### src/rtl/punc_mem_arbiter.sv
// Single-port memory arbiter for PUnC: fetch, data and debug share one synchronous-read memory.
// Define PUNC_ARB_AGING_EN to let a starved debug request force its way past data and fetch.
module punc_mem_arbiter #(
    parameter int unsigned AW           = 16,
    parameter int unsigned DW           = 16,
    parameter int unsigned STARVE_LIMIT = 8
) (
    input  logic          clk,
    input  logic          rst,
    input  logic          f_req,
    input  logic [AW-1:0] f_addr,
    output logic          f_gnt,
    output logic          f_rvalid,
    input  logic          d_req,
    input  logic          d_we,
    input  logic          d_lock,
    input  logic [AW-1:0] d_addr,
    input  logic [DW-1:0] d_wdata,
    output logic          d_gnt,
    output logic          d_rvalid,
    input  logic          x_req,
    input  logic          x_we,
    input  logic [AW-1:0] x_addr,
    input  logic [DW-1:0] x_wdata,
    output logic          x_gnt,
    output logic          x_rvalid,
    output logic [DW-1:0] rdata,
    output logic          mem_en,
    output logic          mem_we,
    output logic [AW-1:0] mem_addr,
    output logic [DW-1:0] mem_wdata,
    input  logic [DW-1:0] mem_rdata
);

    typedef enum logic {IDLE, LOCKED} state_t;
    typedef enum logic [1:0] {TAG_NONE, TAG_F, TAG_D, TAG_X} tag_t;

    state_t state, state_next;
    tag_t   tag, tag_next;
    logic   aged;

`ifdef PUNC_ARB_AGING_EN
    localparam int unsigned CW = $clog2(STARVE_LIMIT + 1);

    logic [CW-1:0] age;

    always_ff @(posedge clk) begin
        if (rst || !x_req || x_gnt)
            age <= '0;
        else if (age != CW'(STARVE_LIMIT))
            age <= age + 1'b1;
    end

    assign aged = (age == CW'(STARVE_LIMIT));
`else
    assign aged = 1'b0;
`endif

    always_ff @(posedge clk) begin
        if (rst) begin
            state <= IDLE;
            tag   <= TAG_NONE;
        end else begin
            state <= state_next;
            tag   <= tag_next;
        end
    end

    always_comb begin
        f_gnt      = 1'b0;
        d_gnt      = 1'b0;
        x_gnt      = 1'b0;
        state_next = state;
        if (!rst) begin
            if (state == LOCKED)
                d_gnt = d_req;
            else if (aged && x_req)
                x_gnt = 1'b1;
            else if (d_req)
                d_gnt = 1'b1;
            else if (f_req)
                f_gnt = 1'b1;
            else if (x_req)
                x_gnt = 1'b1;
        end
        // A lock-holder that stops requesting without asserting d_lock also releases.
        if (d_gnt)
            state_next = d_lock ? LOCKED : IDLE;
        else if (state == LOCKED && !d_req && !d_lock)
            state_next = IDLE;
    end

    always_comb begin
        tag_next = TAG_NONE;
        if (d_gnt && !d_we)
            tag_next = TAG_D;
        else if (f_gnt)
            tag_next = TAG_F;
        else if (x_gnt && !x_we)
            tag_next = TAG_X;
    end

    always_comb begin
        mem_addr  = '0;
        mem_wdata = '0;
        if (d_gnt) begin
            mem_addr  = d_addr;
            mem_wdata = d_wdata;
        end else if (x_gnt) begin
            mem_addr  = x_addr;
            mem_wdata = x_wdata;
        end else if (f_gnt) begin
            mem_addr  = f_addr;
        end
    end

    assign mem_en = f_gnt | d_gnt | x_gnt;
    assign mem_we = (d_gnt & d_we) | (x_gnt & x_we);
    assign rdata  = mem_rdata;

    // Gated by rst so a read interrupted by reset never reports valid data.
    assign f_rvalid = (tag == TAG_F) && !rst;
    assign d_rvalid = (tag == TAG_D) && !rst;
    assign x_rvalid = (tag == TAG_X) && !rst;

endmodule

### config.mk
export PLATFORM = sky130hd
export DESIGN_NAME = punc_mem_arbiter
export DESIGN_NICKNAME = d
export VERILOG_FILES = /design/src/rtl/punc_mem_arbiter.sv
export SDC_FILE = /design/constraint.sdc
export NUM_CORES = 1
export LEC_CHECK = 0
export ABC_CLOCK_PERIOD_IN_PS = 4000
export CAP_MARGIN = 20
export CORE_MARGIN = 2
export CORE_UTILIZATION = 20
export CTS_BUF_LIST = sky130_fd_sc_hd__clkbuf_4 sky130_fd_sc_hd__clkbuf_8
export CTS_CLUSTER_DIAMETER = 40
export DETAILED_ROUTE_END_ITERATION = 6
export PLACE_DENSITY_LB_ADDON = 0.1
export SYNTH_ARGS = -nofsm -noshare
export SYNTH_HDL_FRONTEND = slang
export SYNTH_SLANG_ARGS = --single-unit
### constraint.sdc
create_clock -name clk -period 4 [get_ports clk]
set_clock_uncertainty 0.2 [all_clocks]
set_input_delay 1 -clock clk [delete_from_list [all_inputs] [get_ports clk]]
set_output_delay 1 -clock clk [all_outputs]
set_load 0.02 [all_outputs]
=== Word level (Yosys, flattened, before mapping) ===
Index checks and enable logic that the tools add are counted.

* Eq/ne operators: 3
* Muxes and demuxes: 23
* Bitwise operators: 5
* Reduce and logical (&&, ||, !) cells: 14

{| class="wikitable"
|+ Operator list
! kind !! number
|-
| 16-bit 2-to-1 mux || 5
|-
| 1-bit 2-to-1 mux || 15
|-
| 1-bit logical AND || 7
|-
| 2-bit 2-to-1 mux || 3
|-
| 1-bit logical NOT || 5
|-
| 2-bit == test (second input constant) || 2
|-
| 1-bit OR || 3
|-
| 1-bit bitwise AND || 2
|-
| 2-bit by 1-bit == test with 1-bit output (second input constant) || 1
|-
| 2-bit nonzero test || 1
|-
| 2-bit OR reduction || 1
|}

* Register bits after elaboration: 3
* Input bits: 104
* Output and inout bits: 56
* Word-level logic and storage cells: 48

=== Logic depth before layout (Yosys ltp) ===
* Depth in word-level cells: 9
* Depth in mapped cells: 5
* Mapped depth without buffers: 4

=== Worst setup path before layout ===
No wires, ideal clock.

* Kind: input port to output port
* From: in d_req
* To: out mem_wdata[10]
* Arrival: 1.902 ns
* Data required time: 2.800 ns
* Slack: 0.898 ns
* Stages on the path: 5
* Buffers on the path: 1
* Cell sequence: nor3_4 nand3b_2 inv_2 buf_6 a22o_1

* Longest elaborated chain between the ends: 5
* Elaborated cells on any way between the ends: 8
* Those cells by class: mux: 8

{| class="wikitable"
|+ RTL lines
! element !! RTL line !! text
|-
| from (decl) || 14 || <nowiki>input logic d_req,</nowiki>
|-
| 1-bit 2-to-1 mux || 79 || <nowiki>else if (d_req)</nowiki>
|-
| 1-bit 2-to-1 mux || 75 || <nowiki>if (state == LOCKED)</nowiki>
|-
| 1-bit 2-to-1 mux || 74 || <nowiki>if (!rst) begin</nowiki>
|-
| named net x_gnt || 25 || <nowiki>output logic x_gnt,</nowiki>
|-
| 16-bit 2-to-1 mux || 109 || <nowiki>end else if (x_gnt) begin</nowiki>
|-
| 16-bit 2-to-1 mux || 106 || <nowiki>if (d_gnt) begin</nowiki>
|-
| to (decl) || 31 || <nowiki>output logic [DW-1:0] mem_wdata,</nowiki>
|}

The timed path passes the listed nets, and every way through them passes these cells.

=== Worst setup path in the final report ===
* From: in rst
* To: out mem_en

* Longest elaborated chain between the ends: 3
* Elaborated cells on any way between the ends: 5
* Those cells by class: mux: 3; bitwise: 2

{| class="wikitable"
|+ RTL lines
! element !! RTL line !! text
|-
| from (decl) || 9 || <nowiki>input logic rst,</nowiki>
|-
| 1-bit 2-to-1 mux || 74 ||
|-
| 1-bit OR || 117 || <nowiki>assign mem_en = f_gnt | d_gnt | x_gnt;</nowiki>
|-
| 1-bit OR (*) || 117 ||
|-
| to (decl) || 28 || <nowiki>output logic mem_en,</nowiki>
|}

Every way passes the cells marked *; elsewhere a longest branch is shown, timed or not.

==> results_dict.tcl <==
set metrics [dict create \
    maxCapViolations 0 \
    vdd_drop_max_v 0.0000839 \
    grt_pass1_vias 1223 \
    cts_buffers 3 \
    clock_sinks 3 \
    cts.path.max_buffers 2 \
    critPathRequiredTime_ns 2.80 \
    diodes 0 \
    synthArstFlopShare 0 \
    outcome "completed" \
    power_density_mw_per_mm2 162 \
    synth_edf_count 0 \
    hold_class "flip-flop to flip-flop" \
    overflow 0 \
    die_area_mm2 0.00434 \
    fmax_mhz 262 \
    slew_headroom 0.839 \
    n_fill_cell 370 \
    multi_input_area_um2 512 \
    fp.coreArea_mm2 0.00366 \
    finalCritPeriodShare 0.955 \
    yosysTopAreaCell "a221o_1" \
    numPortBuffers 127 \
    synth_common_cells "buf_4, a22o_1, a221o_1, and3_1, buf_6" \
    post-route-min-period_ns 3.82 \
    finalPower_w 0.000328 \
    rows 22 \
    dieHeight_um 65.9 \
    grtUsageTotal 0.170 \
    final_layout_size_suffix_gt1_frac 0.0825 \
    h-tree-depth 1 \
    seq_area_um2 60.1 \
    clockRootBuffer "clkbuf_8" \
    drt_wl_total_um 4090 \
    yosysMostFrequentCell "buf_4" \
    vias 1232 \
    path_class "primary input to primary output" \
    yosysSeqAreaShare 0.0784 \
    critPathMaxFanout 17 \
    slew_violations 0 \
    syn-instance-count 91 \
    leakage_nw 0.981 \
    viasPerCell 4.85 \
    cp-start-kind "primary input" \
    antenna_found_initial 0 \
    synth_area_leaders "a221o_1, a22o_1, buf_4" \
    cts_tree "yes" \
    drt_iter0_drc 42 \
    synth_top_area_frac 0.209 \
    gp_congestion 0.795 \
    post-route-util 0.552 \
    syn_nets 195 \
    fp.dieW_um 65.9 \
    nets 311 \
    ios 160 \
    cts.clk_slew.worst_paths_ns 0.03 \
    endpoint_kind "primary output" \
    synth_flop_cell "dfxtp_1" \
    post_cts_buffers 0 \
    start_util 0.209 \
    yosysWarningCount 0 \
    firstDrtPassIters 4 \
    arrival_ns 2.62 \
    grt_max_degree 24 \
    grt_pass1_wl_um 5730 \
    clk_latency_ns 0.22 \
    tightest_slew_ns 0.243 \
    syn_to_final_growth_pct 164 \
    routedWlPerCell_um 16.1 \
    ys_seq_elements 3 \
    drc 0 \
    dp_hpwl_um 3460 \
    finalHoldViolCount 0 \
    avgSynthCellArea_um2 8.41 \
    drt.antenna.violating_nets 0 \
    setup_viol 0 \
    ys_types 20 \
    rsz0062_at_grt "no" \
    syn_area_um2 766 \
]
state kept, by name (all words and copies together) (netlist names):
signal  flops
state       1
tag         2
per-layer routing:
metal	up-vias	wire length, um	global-route usage
li1	585	-	-
met1	553	1310	0.156
met2	84	2240	0.346
met3	10	466	0.0494
met4	0	72	0.0547
met5	-	0	0
area by class of cell:
class / instances / area share
clock buffer: 4 / 0.0241
inverter: 1 / 0.00186
multi-input combinational: 62 / 0.253
sequential: 3 / 0.0297
tap: 48 / 0.0297
timing repair buffer: 136 / 0.661
where the power goes:
| part | internal, W | switching, W | total, W | leakage, nW |
|---|---|---|---|---|
| logic | 0.000124 | 0.0000738 | 0.000198 | 0.930 |
| registers | 0.0000317 | 0.00000120 | 0.0000329 | 0.0247 |
| clock network | 0.0000749 | 0.0000216 | 0.0000964 | 0.0262 |
through the flow:
step | cells | area, um2 | setup WS (ns) | setup TNS [ns] | hold WS [ns]
floorplan | 91 | 766 | 0.898 | 0 | 0.306
global placement | 250 | 2010 | -0.0454 | -0.737 | 0.328
detailed placement | 250 | 2010 | -0.0964 | -2.28 | 0.350
CTS | 254 | 2020 | 0.0690 | 0 | 0.361
global route | 254 | 2020 | 0.0842 | 0 | 0.380
finish | 254 | 2020 | 0.181 | 0 | 0.360
worst max-delay path: stages:
cell,delay (ns)
clkdlybuf4s50_1,0.57
nor3_4,0.07
nand3b_2,0.10
inv_2,0.07
buf_12,0.15
or3_1,0.34
dlygate4sd2_1,0.32
kinds of logic after synthesis:
| logic type | after synthesis | share of synthesized area |
|---|---|---|
| compound gates | 35 | 0.420 |
| simple gates | 27 | 0.245 |
| buf+inv | 26 | 0.257 |
| flops | 3 | 0.0784 |
what timing repair did:
action / 4_1_cts / 5_1_grt
cloned: 0 / 0
setup endpoints to repair: 34 / 1
resized for setup: 34 / 1
hold buffers: 0 / 0
layout by cell type (no fill, tap or decap):
cell,instances
and3_1,16
buf_12,3
a221o_1,16
clkbuf_4,1
o21ai_0,1
nand3b_2,1
nor3_4,1
clkbuf_8,3
clkdlybuf4s50_1,92
or3_1,1
nor3b_1,3
a22o_1,17
and2_1,1
dfxtp_1,3
nand2b_1,1
o21bai_1,1
and3b_1,1
dlygate4sd2_1,34
dlymetal6s2s_1,1
inv_2,1
buf_4,6
nor2b_2,1
nor2_1,1
worst paths after layout:
| kind | slack, ns | to | startpoint | cells past startpoint |
|---|---|---|---|---|
| worst max-delay path | 0.18 | mem_en | rst | 7 |
| worst min-delay path | 0.36 | state | state | 2 |
| worst max register to register | 2.76 | tag[1] | state | 4 |
| worst min register to register | 0.36 | state | state | 2 |
No activity file was read; power rests on OpenSTA's default activity.
